## src/rtl/mem_arbiter.sv

```systemverilog
// mem_arbiter: shares a single-port RAM between a CPU and an IO requester.
// Round-robin arbitration with a bounded hold under contention, registered grant
// decode, and a one-cycle registered read return per requester.
module mem_arbiter #(
    parameter int unsigned AW       = 8,
    parameter int unsigned DW       = 16,
    parameter int unsigned MAX_HOLD = 4
) (
    input  logic          clk,
    input  logic          rst,
    input  logic          cpu_req,
    input  logic          cpu_we,
    input  logic [AW-1:0] cpu_addr,
    input  logic [DW-1:0] cpu_wdata,
    output logic          cpu_gnt,
    output logic          cpu_rvalid,
    output logic [DW-1:0] cpu_rdata,
    input  logic          io_req,
    input  logic          io_we,
    input  logic [AW-1:0] io_addr,
    input  logic [DW-1:0] io_wdata,
    output logic          io_gnt,
    output logic          io_rvalid,
    output logic [DW-1:0] io_rdata,
    output logic          ram_we,
    output logic [AW-1:0] ram_addr,
    output logic [DW-1:0] ram_d,
    input  logic [DW-1:0] ram_q
);

    localparam int unsigned HW = $clog2(MAX_HOLD) + 1;
    localparam logic [HW-1:0] HOLD_LAST = HW'(MAX_HOLD - 1);

    localparam logic [1:0] IDLE    = 2'd0;
    localparam logic [1:0] OWN_CPU = 2'd1;
    localparam logic [1:0] OWN_IO  = 2'd2;

    logic [1:0]    state_q, state_d;
    logic [HW-1:0] hold_q, hold_d;
    logic          last_io_q, last_io_d;  // 1: IO was the last owner to transfer
    logic [AW-1:0] addr_q;
    logic [DW-1:0] d_q;
    logic          cpu_xfer, io_xfer;

    assign cpu_gnt  = (state_q == OWN_CPU);
    assign io_gnt   = (state_q == OWN_IO);
    assign cpu_xfer = cpu_gnt & cpu_req;
    assign io_xfer  = io_gnt & io_req;

    // RAM port mux: driven by the owner only in a transfer cycle, otherwise holds.
    always_comb begin
        ram_we   = 1'b0;
        ram_addr = addr_q;
        ram_d    = d_q;
        if (cpu_xfer) begin
            ram_we   = cpu_we;
            ram_addr = cpu_addr;
            ram_d    = cpu_wdata;
        end else if (io_xfer) begin
            ram_we   = io_we;
            ram_addr = io_addr;
            ram_d    = io_wdata;
        end
    end

    // Arbitration next-state: ownership, hold counter and last owner.
    always_comb begin
        state_d   = state_q;
        hold_d    = hold_q;
        last_io_d = last_io_q;
        if (cpu_xfer) last_io_d = 1'b0;
        if (io_xfer)  last_io_d = 1'b1;
        case (state_q)
            OWN_CPU: begin
                if (!cpu_req) begin
                    state_d = io_req ? OWN_IO : IDLE;
                    hold_d  = '0;
                end else if (!io_req) begin
                    hold_d = '0;
                end else if (hold_q == HOLD_LAST) begin
                    state_d = OWN_IO;
                    hold_d  = '0;
                end else begin
                    hold_d = hold_q + HW'(1);
                end
            end
            OWN_IO: begin
                if (!io_req) begin
                    state_d = cpu_req ? OWN_CPU : IDLE;
                    hold_d  = '0;
                end else if (!cpu_req) begin
                    hold_d = '0;
                end else if (hold_q == HOLD_LAST) begin
                    state_d = OWN_CPU;
                    hold_d  = '0;
                end else begin
                    hold_d = hold_q + HW'(1);
                end
            end
            default: begin
                hold_d = '0;
                if (cpu_req && io_req) state_d = last_io_q ? OWN_CPU : OWN_IO;
                else if (cpu_req)      state_d = OWN_CPU;
                else if (io_req)       state_d = OWN_IO;
                else                   state_d = IDLE;
            end
        endcase
    end

    // Arbitration state registers.
    always_ff @(posedge clk or negedge rst) begin
        if (!rst) begin
            state_q   <= IDLE;
            hold_q    <= '0;
            last_io_q <= 1'b1;
        end else begin
            state_q   <= state_d;
            hold_q    <= hold_d;
            last_io_q <= last_io_d;
        end
    end

    // Hold the last driven RAM address/data between transfers.
    always_ff @(posedge clk or negedge rst) begin
        if (!rst) begin
            addr_q <= '0;
            d_q    <= '0;
        end else if (cpu_xfer || io_xfer) begin
            addr_q <= ram_addr;
            d_q    <= ram_d;
        end
    end

    // Read return: capture ram_q on a granted read, pulse rvalid for one cycle.
    always_ff @(posedge clk or negedge rst) begin
        if (!rst) begin
            cpu_rvalid <= 1'b0;
            cpu_rdata  <= '0;
            io_rvalid  <= 1'b0;
            io_rdata   <= '0;
        end else begin
            cpu_rvalid <= cpu_xfer & ~cpu_we;
            io_rvalid  <= io_xfer & ~io_we;
            if (cpu_xfer && !cpu_we) cpu_rdata <= ram_q;
            if (io_xfer && !io_we)   io_rdata  <= ram_q;
        end
    end

endmodule
```

## config.mk

```make
export PLATFORM = sky130hd
export DESIGN_NAME = mem_arbiter
export DESIGN_NICKNAME = d
export VERILOG_FILES = /design/src/rtl/mem_arbiter.sv
export SDC_FILE = /design/constraint.sdc
export NUM_CORES = 1
export LEC_CHECK = 0
export CAP_MARGIN = 10
export CORE_MARGIN = 5
export CORE_UTILIZATION = 42
export DETAILED_ROUTE_END_ITERATION = 8
export PLACE_DENSITY = 0.9
export SYNTH_ARGS = -nofsm -noshare
export SYNTH_HDL_FRONTEND = slang
export SYNTH_SLANG_ARGS = --single-unit
```

## constraint.sdc

```tcl
create_clock -name clk -period 2.3 [get_ports clk]
set_input_delay 0.69 -clock clk [delete_from_list [all_inputs] [get_ports clk]]
set_output_delay 0.69 -clock clk [all_outputs]
set_load 0.02 [all_outputs]
```

* After elaboration in Yosys (flattened, before gate mapping)
Index checks and enable logic that the tools add are counted.
Word-level totals: logic and storage cells 57, input port bits 70, flip-flop bits (word level) 64, output and inout port bits 61
Cells by class: eq/ne operators 7, bitwise logic cells 6, reduce and logical (&&, ||, !) cells 8, multiplexer cells 26, add/sub/neg operators 1
Operators with widths (number):
- 2-to-1 mux 16 bit | 2
- 2-to-1 mux 2 bit | 10
- 2-to-1 mux 8 bit | 2
- 2-to-1 mux 3 bit | 5
- != test 3 x 2 -> 1 bit, second input constant | 3
- one-hot mux 3 bit (2 select lines) | 1
- 2-to-1 mux 1 bit | 5
- bitwise AND 1 bit | 4
- one-hot mux 2 bit (2 select lines) | 1
- AND reduction 4 bit | 1
- adder 3 x 1 -> 3 bit, second input constant | 1
- equality test 3 x 2 -> 1 bit, second input constant | 1
- logical AND 1 bit | 3
- != test 3 bit, second input constant | 1
- equality test 2 x 1 -> 1 bit, second input constant | 1
- equality test 2 bit, second input constant | 1
- zero test 1 bit | 2
- inverter 1 bit | 2
- nonzero test 2 bit | 1
- logical OR 1 bit | 1

* Depth between registers and ports, before layout
Gate-level depths: netlist (run 1).
depth after elaboration 5, depth in mapped cells 9, depth with buffers taken out 6

* Worst setup path before layout (run 1)
OpenSTA, ideal clock, no wires.
path kind flip-flop to output port, start point register state_q[0], end point output port ram_addr[3], stages on the path, launching flop included 8, required time 1.610 ns, slack -0.183 ns, arrival time 1.793 ns, buffers on the path 2, path through dfrtp_1 inv_1 ha_1 buf_6 nand2_8 buf_2 mux2i_1 o21ai_0
On the way: cells in the longest elaborated chain, start to end 4, elaborated cells on any way between the ends 6, those cells by class eq/ne: 2; mux: 2; bitwise: 2
Ends and longest elaborated chain:
- start: declaration | line 38 | logic [1:0] state_q, state_d;
- start signal: assignment | line 117 | state_q <= state_d;
- equality test 2 bit | line 46 | assign io_gnt = (state_q == OWN_IO);
- via io_gnt | line 22 | output logic io_gnt,
- bitwise AND 1 bit | line 48 | assign io_xfer = io_gnt & io_req;
- 2-to-1 mux 8 bit | line 59 | end else if (io_xfer) begin
- 2-to-1 mux 8 bit | line 55 | if (cpu_xfer) begin
- end: declaration | line 26 | output logic [AW-1:0] ram_addr,
The timed path passes the listed nets, and every way through them passes these cells.

* Worst setup path in the final report (run 1)
start point register state_q[1], end point output port ram_d[14]
On the way: cells in the longest elaborated chain, start to end 4, elaborated cells on any way between the ends 6, those cells by class eq/ne: 2; mux: 2; bitwise: 2
Ends and longest elaborated chain:
- equality test 2 bit | line 46
- bitwise AND 1 bit | line 48
- 2-to-1 mux 16 bit | line 59
- 2-to-1 mux 16 bit (*) | line 55
- end: declaration | line 27 | output logic [DW-1:0] ram_d,
Mark *: on every way between the ends. The rest lies on a longest branch, timed or not.

==> results of run 1 <==
cell usage in the layout, fill, tap and decap left out, types with 3 or more instances in the layout:
master	netlist	layout
o21ai_1	0	4
o21ai_0	48	24
mux2_4	19	19
buf_8	0	5
nand2_2	0	11
o21ai_4	0	7
mux2i_4	0	15
buf_4	0	21
o21ai_2	0	13
dlygate4sd2_1	0	3
buf_6	5	24
mux2i_2	0	7
nand2_1	27	11
buf_16	0	3
nand2_4	0	5
clkbuf_8	0	12
dfrtp_1	63	63
buf_12	1	8
clkdlybuf4s50_1	0	100
nand3b_1	3	3
mux2_2	13	13
mux2i_1	26	4
inv_2	1	3
synthesized netlist by cell type (3+ instances only):
| cell | count |
|---|---|
| inv_1 | 3 |
| mux2_2 | 13 |
| nand2_1 | 27 |
| dfrtp_1 | 63 |
| buf_6 | 5 |
| buf_2 | 4 |
| mux2i_1 | 26 |
| o21ai_0 | 48 |
| ha_1 | 3 |
| clkbuf_1 | 5 |
| nand3b_1 | 3 |
| mux2_4 | 19 |
final timing paths:
| path | endpoint | slack [ns] | cells past startpoint |
|---|---|---|---|
| worst max-delay path | ram_d[14] | -0.26 | 8 |
| worst min-delay path | cpu_rdata[1] | 0.35 | 2 |
| worst max register to register | cpu_rdata[10] | 0.32 | 10 |
| worst min register to register | hold_q[0] | 0.45 | 1 |
| max in group asynchronous | last_io_q | 1.61 | 2 |
| min in group clk | hold_q[0] | 0.45 | 1 |
metrics by stage:
step           setup slack (ns)  setup TNS (ns)  area [um2]
2_1_floorplan           -0.0786          -0.899        2990
3_3_place_gp             -0.852          -22.16        4480
3_5_place_dp             -0.924          -23.20        4480
4_1_cts                  -0.173           -3.13        5280
5_1_grt                  -0.301           -6.25        5490
6_report                 -0.260           -4.48        5490
critical path, cell delays in order, from the launching register on:
cell and delay [ns]:
dfrtp_1 0.43, inv_2 0.07, ha_2 0.18, and2_4 0.16, buf_12 0.14, buf_12 0.13
buf_16 0.14, o21ai_4 0.15, buf_6 0.14
repair_timing:
item,4_1_cts,5_1_grt
pin swaps,17,1
cloned,6,1
setup endpoints to repair,27,25
gates resized for setup,229,37
setup buffers,13,0
routing by layer:
layer / GRT usage (%) / vias to the layer above
met5: 0 / -
met4: 7.34 / 0
met3: 6.57 / 35
met2: 40.3 / 109
met1: 26.1 / 1314
li1: - / 1185
kinds of logic after synthesis:
group	count (synthesis)	synth area share (%)
flops	64	54.0
mux	58	23.3
compound gates	54	9.69
simple gates	42	7.20
buf+inv	20	4.59
fa+ha+maj	3	1.26
cell type report:
cell class	instances	area (um2)	area share, %
repair buffers	170	1880	34.3
inverters	5	21.3	0.387
clock inverters	3	40.0	0.729
clock buffers	12	165	3.01
well taps	96	120	2.19
flip-flops and latches	64	1600	29.2
multi-input cells	157	1660	30.2
state kept, by name, summed over array words and instances (netlist names):
register    flops
hold_q          3
d_q            16
io_rdata       16
io_rvalid       1
state_q         2
cpu_rvalid      1
addr_q          8
cpu_rdata      16
last_io_q       1
where the power goes:
part / switching (mW) / leakage (nW) / internal (mW)
logic: 2.20 / 1.49 / 2.54
registers: 0.342 / 0.783 / 1.67
clock network: 0.431 / 0.108 / 0.580
total: 2.98 / 2.38 / 4.79
==> results.cfg, run 1 <==
[cells_and_area]
syn_to_final_growth_pct = 84.9
fill_cells = 368
stdcell_count = 507
drive_gt1_share_pct = 44.5
postLayoutCoreUtil_pct = 80.4
n_antenna_cell = 0
fin_nets = 480

[clocking]
clock-sinks = 64
htreeDepth = 3
cts_buffer_depth = 2
numCtsBuffers = 9
clk_latency_ns = 0.34
cts_tree = done
clkTransAtPathRegs_ns = 0.07
cts_root_buf = clkbuf_8
ctsHoldBuffers = 0

[die]
die_height_um = 94.1
ioPinCount = 131
core.rowCount = 30
die_area_um2 = 8850
die_x_um = 94.1
core-area_um2 = 6830
start_util_pct = 43.5

[grt]
grt_pass1_wl_um = 15200
antenna_found_initial = 0
grtUsageTotal_pct = 22.7
grt_pass1_vias = 2943
grt_max_degree = 65
overflow = 0

[logic_synthesis]
synthArstFlopShare_pct = 100
synth_area_per_cell_um2 = 12.3
yosysWarnings = 0
synth-seq-cells = 64
synth_area_um2 = 2970
synth-seq-area-share_pct = 54.0
yosysUniqueCellTypes = 30
synth_ff_type = dfrtp_1
yosys.area.top_type_share_pct = 53.1
synth-edff-count = 0
synth.area.top_cells = dfrtp_1, mux2_4, mux2i_1
synth_cells = 241
syn_nets = 314
yosys.area.top_type = dfrtp_1

[timing]
period_share_pct = 111
whs_ns = 0.347
period_needed_ns = 2.56
fin_ws_ns = -0.260
setup_viol = 25
grt_setup_unrepaired = yes
finClkSkew_ns = 0.00973
slew_headroom_pct = 72.9
maxSlewViolCount = 0
worstMarginPinSlew_ns = 0.406
fmax_ghz = 0.391
hold_viol_final = 0

[detailed_routing]
vias_per_cell = 5.21
drtPass1Iterations = 4
drt_wl_total_um = 10600
drtIter0Drc = 178
drcViolationCount = 0
wl_met1_um = 3930
wl_met3_um = 488
drtAntennaViolNets = 0
wire_per_inst_um = 20.9
wl_met2_um = 5750
routed.top_layer = met4
vias = 2643

[run_status]
violations = setup timing
outcome = complete, but fails checks

[placed_design]
hpwl_um = 6270
place_inst = 472
portBuffers = 130
place_congestion = 0.759

[flow_run]
maxCapViolations = 0

[setup_path]
cp-start-kind = register
reg2reg_from = state_q[1]
cp-end-kind = output port
crit_fanout = 6
cp_data_arrival_time_ns = 1.87
crit_type = reg -> out
worst_ep_required_time_ns = 1.61
crit_start = state_q[1]

[power_and_ir_drop]
p_per_area_nw_per_um2 = 1410
p_leak_nw = 2.38
total_power_mw = 7.77
ir_drop_mv = 0.889

[hold_path]
hold_class = in -> async
No activity file was read; power rests on OpenSTA's default activity.
==> run 2: changes to the inputs <==
SKIP_CTS_REPAIR_TIMING = 1   (was default)
TNS_END_PERCENT = 20   (was default)
==> run 2 against run 1 <==
Against the previous run: the flow still finishes with violations (setup timing); clock power fell by 19%; combinational power fell by 20%; final cell count fell by 0.79%; non-clock buffer count fell by 7; critical endpoint is now ram_d[4]; count of clock-buffer cells in the layout fell by 2.
==> results.cfg, run 2 (synthesis results as in run 1) <==
[grt]
grtUsageTotal_pct = 18.3
antenna_found_initial = 0
grt_pass1_vias = 2525
overflow = 0
grt_max_degree = 41
grt_pass1_wl_um = 12300

[cells_and_area]
stdcell_area_um2 = 4840
n_antenna_cell = 0
largest_registers = cpu_rdata (16), d_q (16), io_rdata (16)
drive_gt1_share_pct = 32.2
final_common_cell = clkdlybuf4s50_1
fin_nets = 475
layout_common_cells = clkdlybuf4s50_1, dfrtp_1, buf_4
syn_to_final_growth_pct = 62.9
stdcell_count = 503

[detailed_routing]
drt_wl_total_um = 8660
wire_per_inst_um = 17.2
drcViolationCount = 0
drtAntennaViolNets = 0
drtIter0Drc = 118
vias_per_cell = 4.93
drtPass1Iterations = 4
vias = 2479

[setup_path]
rr_endpoint = io_rdata[0]
cp-start-kind = register
worst_ep_required_time_ns = 1.61
cp-end-kind = output port
crit_type = reg -> out
cp_data_arrival_time_ns = 1.77
path_cells = inv_1 > ha_4 > and2_4 > buf_6 > clkbuf_16 > o21ai_1 > clkbuf_2
reg2reg_from = state_q[0]
slowest_stage = dfrtp_1
critPathMaxStageDelay_ns = 0.39
crit_fanout = 10
r2r_cells = 7
ff2ff_setup_slack_ns = 0.40

[timing]
period_needed_ns = 2.46
whs_ns = 0.345
maxSlewViolCount = 0
finClkSkew_ns = 0.0112
period_share_pct = 107
slew_headroom_pct = 65.9
worstMarginPinSlew_ns = 0.511
fin_ws_ns = -0.162
hold_viol_final = 0
fmax_ghz = 0.406
setup_viol = 25
setup_tns_ns = -3.15
grt_setup_unrepaired = yes

[clocking]
clock-sinks = 64
cts_root_buf = clkbuf_8
htreeDepth = 3
cts_tree = done
clk_latency_ns = 0.33
clkTransAtPathRegs_ns = 0.07
numCtsBuffers = 9
cts_buffer_depth = 2

[die]
core.rowCount = 30
ioPinCount = 131
core-area_um2 = 6830
die_height_um = 94.1
die_area_um2 = 8850
start_util_pct = 43.5
die_x_um = 94.1

[run_status]
violations = setup timing
outcome = complete, but fails checks

[power_and_ir_drop]
ir_drop_mv = 0.863
p_per_area_nw_per_um2 = 1350
p_leak_nw = 2.26

[placed_design]
place_congestion = 0.765
hpwl_um = 6260
placed_area_um2 = 4500
place_inst = 478
portBuffers = 130

[flow_run]
maxCapViolations = 0

[hold_path]
hold_class = in -> async
==> run 2: stage by stage <==
step | setup WS [ns] | total power, mW | util (%)
floorplan | -0.0786 | 3.85 | -
global placement | -0.876 | 5.48 | 65.9
detailed placement | -0.890 | 5.59 | 65.9
CTS | -0.898 | 6.42 | 68.3
global route | -0.222 | 6.89 | 70.8
finish | -0.162 | 6.53 | 70.8
==> run 2: how the worst max path moves through the flow <==
stage | startpoint | depth (start not counted) | slack, ns | endpoint
4_1_cts | io_req | 6 | -0.90 | ram_d[7]
3_5_place_dp | io_req | 6 | -0.89 | ram_d[7]
5_1_grt | state_q[0] | 7 | -0.22 | ram_d[11]
3_3_place_gp | io_req | 6 | -0.88 | ram_d[15]
6_report | state_q[1] | 7 | -0.16 | ram_d[4]
2_1_floorplan | state_q[0] | 5 | -0.08 | ram_addr[0]
==> run 2: layout make-up <==
type / count / area [um2]
clock buffers: 10 / 128
well taps: 96 / 120
multi-input cells: 159 / 1350
clock inverters: 6 / 36.3
flip-flops and latches: 64 / 1600
inverters: 5 / 21.3
repair buffers: 163 / 1580
fillers: 514 / 1990
==> run 2: critical path, delay by kind of cell (launching register included) <==
family | cells | cell delay, ns
adders and majority gates | 1 | 0.18
AOI/OAI and AO/OA | 1 | 0.13
DFF | 1 | 0.39
and+or+nand+nor | 1 | 0.19
buffers and inverters | 4 | 0.56
==> run 2: power breakdown <==
| group | switching (mW) | leakage (nW) | internal (mW) |
|---|---|---|---|
| clock | 0.431 | 0.0858 | 0.385 |
| combinational | 1.85 | 1.39 | 1.93 |
| sequential | 0.269 | 0.783 | 1.66 |
==> run 2: per-layer routing <==
| metal | wire, um | global-route usage, % | up-vias |
|---|---|---|---|
| met3 | 379 | 3.13 | 16 |
| met4 | 172 | 9.51 | 0 |
| li1 | - | - | 1175 |
| met1 | 3400 | 20.5 | 1221 |
| met2 | 4700 | 33.0 | 67 |
| met5 | 0 | 0 | - |
